`src/rtl/tdm_pkg.sv`:
```
// Shared constants, FSM state type and slot decode helper for the TDM
// mux/decoder/latch chain and its frame collector.
package tdm_pkg;

  localparam int NCH    = 4;
  localparam int SLOT_W = 2;

  typedef enum logic {
    HUNT    = 1'b0,
    COLLECT = 1'b1
  } state_t;

  // Decoder word expected for a given slot when the mux bit is 1.
  function automatic logic [NCH-1:0] slot_onehot(input logic [SLOT_W-1:0] slot);
    return 4'b1000 >> slot;
  endfunction

endpackage

```
`src/rtl/tdm_chan_shreg.sv`:
```
// Per-channel serial-to-parallel shift register; first bit received ends up in the MSB.
module tdm_chan_shreg #(
  parameter int FRAME_BITS = 8
) (
  input  logic                  clk,
  input  logic                  reset,
  input  logic                  clr,
  input  logic                  en,
  input  logic                  din,
  output logic [FRAME_BITS-1:0] q
);

  always_ff @(posedge clk) begin
    if (!reset) begin
      q <= '0;
    end else if (clr) begin
      // Clearing and loading together starts a fresh frame with din as its first bit.
      q <= '0;
      if (en) q[0] <= din;
    end else if (en) begin
      q <= {q[FRAME_BITS-2:0], din};
    end
  end

endmodule

```
`src/rtl/tdm_frame_collector.sv`:
```
// Collects FRAME_BITS slot rounds of the 4-channel TDM stream into one parallel
// frame, published on a valid/ready port, with sticky slip/decode/overflow flags.
module tdm_frame_collector
  import tdm_pkg::*;
#(
  parameter int FRAME_BITS = 8
) (
  input  logic                      clk,
  input  logic                      reset,
  input  logic                      sample_en,
  input  logic [SLOT_W-1:0]         slot_in,
  input  logic [NCH-1:0]            y_in,
  output logic [NCH*FRAME_BITS-1:0] frame_data,
  output logic                      frame_valid,
  input  logic                      frame_ready,
  output logic                      slip_err,
  output logic                      onehot_err,
  output logic                      overflow
);

  localparam int RW = (FRAME_BITS > 1) ? $clog2(FRAME_BITS) : 1;
  localparam logic [RW-1:0]     LAST_RND  = RW'(FRAME_BITS - 1);
  localparam logic [SLOT_W-1:0] LAST_SLOT = SLOT_W'(NCH - 1);

  state_t                  state;
  logic [SLOT_W-1:0]       exp_slot;
  logic [RW-1:0]           rnd;
  logic                    bit_in;
  logic                    start;
  logic                    adv;
  logic                    slip;
  logic                    clr_all;
  logic                    complete;
  logic                    bad_word;
  logic [NCH-1:0]          sh_en;
  logic [FRAME_BITS-1:0]   q [NCH];
  logic [NCH*FRAME_BITS-1:0] frame_next;

  assign bit_in   = |y_in;
  assign bad_word = sample_en && (y_in != '0) && (y_in != slot_onehot(slot_in));

  always_comb begin
    start = 1'b0;
    adv   = 1'b0;
    slip  = 1'b0;
    if (sample_en) begin
      if (state == HUNT) begin
        start = (slot_in == '0);
      end else if (slot_in == exp_slot) begin
        adv = 1'b1;
      end else begin
        slip  = 1'b1;
        start = (slot_in == '0);
      end
    end
    clr_all  = start | slip;
    complete = adv && (slot_in == LAST_SLOT) && (rnd == LAST_RND);
    for (int unsigned c = 0; c < NCH; c++) begin
      sh_en[c] = (adv && (slot_in == SLOT_W'(c))) || (start && (c == 0));
    end
  end

  for (genvar c = 0; c < NCH; c++) begin : g_ch
    tdm_chan_shreg #(.FRAME_BITS(FRAME_BITS)) u_shreg (
      .clk   (clk),
      .reset (reset),
      .clr   (clr_all),
      .en    (sh_en[c]),
      .din   (bit_in),
      .q     (q[c])
    );
    // The last channel's final bit arrives with the completing sample, so fold it in here.
    if (c == NCH - 1) begin : g_last
      assign frame_next[c*FRAME_BITS +: FRAME_BITS] = {q[c][FRAME_BITS-2:0], bit_in};
    end else begin : g_mid
      assign frame_next[c*FRAME_BITS +: FRAME_BITS] = q[c];
    end
  end

  always_ff @(posedge clk) begin
    if (!reset) begin
      state       <= HUNT;
      exp_slot    <= '0;
      rnd         <= '0;
      frame_data  <= '0;
      frame_valid <= 1'b0;
      slip_err    <= 1'b0;
      onehot_err  <= 1'b0;
      overflow    <= 1'b0;
    end else begin
      if (bad_word) onehot_err <= 1'b1;
      if (slip)     slip_err   <= 1'b1;

      if (start) begin
        state    <= COLLECT;
        exp_slot <= SLOT_W'(1);
        rnd      <= '0;
      end else if (slip) begin
        state <= HUNT;
        rnd   <= '0;
      end else if (adv) begin
        exp_slot <= exp_slot + 1'b1;
        if (slot_in == LAST_SLOT) rnd <= complete ? '0 : rnd + 1'b1;
      end

      if (complete) begin
        if (!frame_valid || frame_ready) begin
          frame_data  <= frame_next;
          frame_valid <= 1'b1;
        end else begin
          overflow <= 1'b1;
        end
      end else if (frame_valid && frame_ready) begin
        frame_valid <= 1'b0;
      end
    end
  end

endmodule

```
`config.mk`:
```
export PLATFORM = sky130hd
export DESIGN_NAME = tdm_frame_collector
export DESIGN_NICKNAME = d
export VERILOG_FILES = /design/src/rtl/tdm_pkg.sv /design/src/rtl/tdm_chan_shreg.sv /design/src/rtl/tdm_frame_collector.sv
export SDC_FILE = /design/constraint.sdc
export NUM_CORES = 1
export LEC_CHECK = 0
export BUFFER_PORTS_ARGS = -buffer_cell sky130_fd_sc_hd__buf_2
export CAP_MARGIN = 20
export CORE_UTILIZATION = 58
export DETAILED_ROUTE_END_ITERATION = 10
export GPL_TIMING_DRIVEN = 0
export PLACE_DENSITY = 0.93
export SLEW_MARGIN = 20
export SYNTH_ARGS = -nofsm -noshare
export SYNTH_HDL_FRONTEND = slang
export SYNTH_SLANG_ARGS = --single-unit
```
`constraint.sdc`:
```
create_clock -name clk -period 2.3 [get_ports clk]
set_clock_uncertainty 0.05 [all_clocks]
set_input_delay 0.46 -clock clk [delete_from_list [all_inputs] [get_ports clk]]
set_output_delay 0.46 -clock clk [all_outputs]
set_load 0.01 [all_outputs]
```
==> impl_metrics.py <==
metrics = {
    "outcome": {
        "status": "complete, no violations",
    },
    "layout": {
        "final_common_cell": "nand2_1",
        "finalNetCount": 408,
        "diodes": 0,
        "fillers": 363,
        "drive_gt1_share_pct": 20.0,
        "final_cell_mix": "nand2_1 (80), dfxtp_1 (73), buf_2 (50)",
        "area_growth_pct": 17.3,
        "fin_cells": 468,
    },
    "logic_synthesis": {
        "synth-seq-cells": 73,
        "yosysUniqueCellTypes": 39,
        "yosysSeqAreaShare_pct": 51.2,
        "async_flop_share_pct": 0,
        "syn_area_per_cell_um2": 8.35,
        "ys_warn_count": 0,
        "synth-main-ff-cell": "dfxtp_1",
        "synthesis.area_mm2": 0.00286,
        "syn_inst": 342,
        "synth-edff-count": 0,
        "synthesis.nets": 354,
    },
    "setup_path": {
        "critical_path.n_buffers_inverters": 1,
        "setup.worst_path.start_class": "flop",
        "critical_path_class": "reg2reg",
        "ff2ff_setup_slack_ns": 0.30,
        "cp.arrival_ns": 2.17,
        "crit_family": "simple AND/OR/NAND/NOR gates",
        "reg2reg_depth": 6,
        "cp_data_required_time_ns": 2.47,
        "worstPathMaxFanout": 10,
        "worst_path_largest_cell_delay_ns": 0.46,
        "path_depth": 6,
        "r2r_start": "rnd[0]",
        "slowest_stage": "nor3_4",
        "setup.worst_path.end_class": "flop",
        "crit_top_cell": "ha_1",
        "r2r_end": "frame_data[25]",
        "crit_chain": "ha_1 > ha_1 > nand3_1 > nor3_4 > clkbuf_2 > o21ai_0",
    },
    "cts": {
        "root_buffer": "clkbuf_8",
        "clockBufferDepth": 2,
        "worstSkewPairLatency_ns": 0.35,
        "cts_resized": 0,
        "postCtsHoldBufs": 0,
        "cts_tree": "done",
        "cts_buffers": 9,
        "htreeDepth": 3,
        "post_cts_buffers": 0,
        "clk_pin_slew_ns": 0.07,
        "clock-sinks": 73,
    },
    "floorplan": {
        "rows": 25,
        "die_h_um": 72.2,
        "core_area_mm2": 0.00472,
        "start_util_pct": 60.5,
        "ioPinCount": 46,
        "dieArea_mm2": 0.00521,
        "die_w_um": 72.2,
    },
    "detailed_routing": {
        "drtAntennaViolNets": 0,
        "routed_wl_mm": 6.61,
        "drt_iter0_drc": 242,
        "num_vias": 2645,
        "post_drt_wl_per_cell_um": 14.1,
        "via_per_inst": 5.65,
        "drt_first_pass_iters": 5,
        "drc": 0,
    },
    "sta": {
        "period_share_pct": 86.9,
        "tns_ns": 0,
        "fmaxAchievable_mhz": 500,
        "relSlewSlack_pct": 62.3,
        "tightest_slew_ns": 0.563,
        "hold_ws_ns": 0.397,
        "hold_viol_final": 0,
        "drv_slew": 0,
        "period_needed_ns": 2.00,
        "rsz0062_at_grt": "false",
        "setup_viol": 0,
    },
    "place": {
        "gp_congestion": 0.859,
        "dp_hpwl_mm": 4.37,
        "dpl.cell_count": 452,
        "io_buffer_count": 43,
    },
    "worst_hold_path": {
        "min_to": "slip_err",
        "hold_class": "reg2reg",
        "holdCritStartpoint": "slip_err",
        "holdPathStages": 2,
    },
    "power_and_ir_drop": {
        "power.leakage_nw": 1.27,
        "power.total_mw": 2.36,
        "powerDensity_mw_per_mm2": 703,
        "vdd_ir_drop_max_mv": 0.420,
    },
    "global_routing": {
        "grt_pass1_vias": 2323,
        "antenna_found_initial": 0,
        "grt_pass1_wl_mm": 10.7,
        "groute.usage.overall_pct": 27.0,
        "grt_overflow": 0,
        "grt_max_degree": 14,
    },
    "run": {
        "max-cap-violations": 0,
    },
}
[state kept, by name, summed over array words and instances, names as in the netlist]
signal / count
slip_err: 1
frame_data: 32
state: 1
rnd: 3
g_ch.u_shreg.q: 31
overflow: 1
exp_slot: 2
onehot_err: 1
frame_valid: 1
[layer usage]
layer | vias to the layer above | part of all wire [%] | GRT usage, %
met5 | - | 0 | 0
met3 | 24 | 5.8 | 6.53
met2 | 106 | 48 | 42.9
li1 | 1274 | - | -
met4 | 0 | 3.4 | 17.2
met1 | 1241 | 43 | 32.9
[per-stage QoR]
step	setup slack, ns	instance area [µm²]	utilization [%]
2_1_floorplan	0.648	2860	-
3_3_place_gp	0.341	3150	66.8
3_5_place_dp	0.271	3150	66.8
4_1_cts	0.326	3350	70.9
5_1_grt	0.175	3350	70.9
6_report	0.300	3350	70.9
[synth_stat cells (6+ instances only)]
library cell,count,area (µm²)
nand2_1,80,300
dfxtp_1,73,1460
nand3_1,36,180
a21oi_1,30,150
o21ai_0,29,145
nor2_1,16,60.1
clkbuf_1,11,41.3
mux2i_1,8,80.1
buf_2,7,35.0
inv_1,6,22.5
[logic make-up (layout without fill, tap and decap cells)]
logic type / Yosys count / after routing / synth area share [%]
xor+xnor: 2 / 2 / 0.614
mux: 9 / 9 / 3.20
flops: 73 / 73 / 51.2
compound gates: 74 / 74 / 14.2
simple gates: 151 / 151 / 24.5
buf+inv: 31 / 90 / 5.43
fa+ha+maj: 2 / 2 / 0.876
[worst max path at each step]
| stage | start | endpoint | slack (ns) |
|---|---|---|---|
| 5_1_grt | rnd[0] | frame_data[27] | 0.18 |
| 2_1_floorplan | slot_in[0] | frame_data[10] | 0.65 |
| 6_report | rnd[0] | frame_data[25] | 0.30 |
| 3_3_place_gp | slot_in[0] | frame_data[23] | 0.34 |
| 4_1_cts | rnd[0] | frame_data[30] | 0.33 |
| 3_5_place_dp | slot_in[0] | frame_data[27] | 0.27 |
[worst reg2reg max path, cell delays in order (launching register included)]
cell and delay, ns:
dfxtp_1 0.35, ha_1 0.15, ha_1 0.20, nand3_1 0.16, nor3_4 0.46, clkbuf_2 0.35, o21ai_0 0.15
[power breakdown]
| group | switching [mW] | total (mW) | internal (mW) |
|---|---|---|---|
| clock network | 0.482 | 0.986 | 0.504 |
| registers | 0.00391 | 1.27 | 1.27 |
| logic | 0.0706 | 0.0979 | 0.0273 |
| total | 0.556 | 2.36 | 1.80 |
[final cells by class]
type	count	area [µm²]	area share, %
clock inverters	6	67.6	2.02
well taps	67	83.8	2.50
clock buffers	10	128	3.81
repair buffers	43	215	6.43
multi-input cells	238	1240	37.0
flip-flops and latches	73	1460	43.6
inverters	6	22.5	0.672
plain buffers	25	133	3.96
No activity file was read; power rests on OpenSTA's default activity.
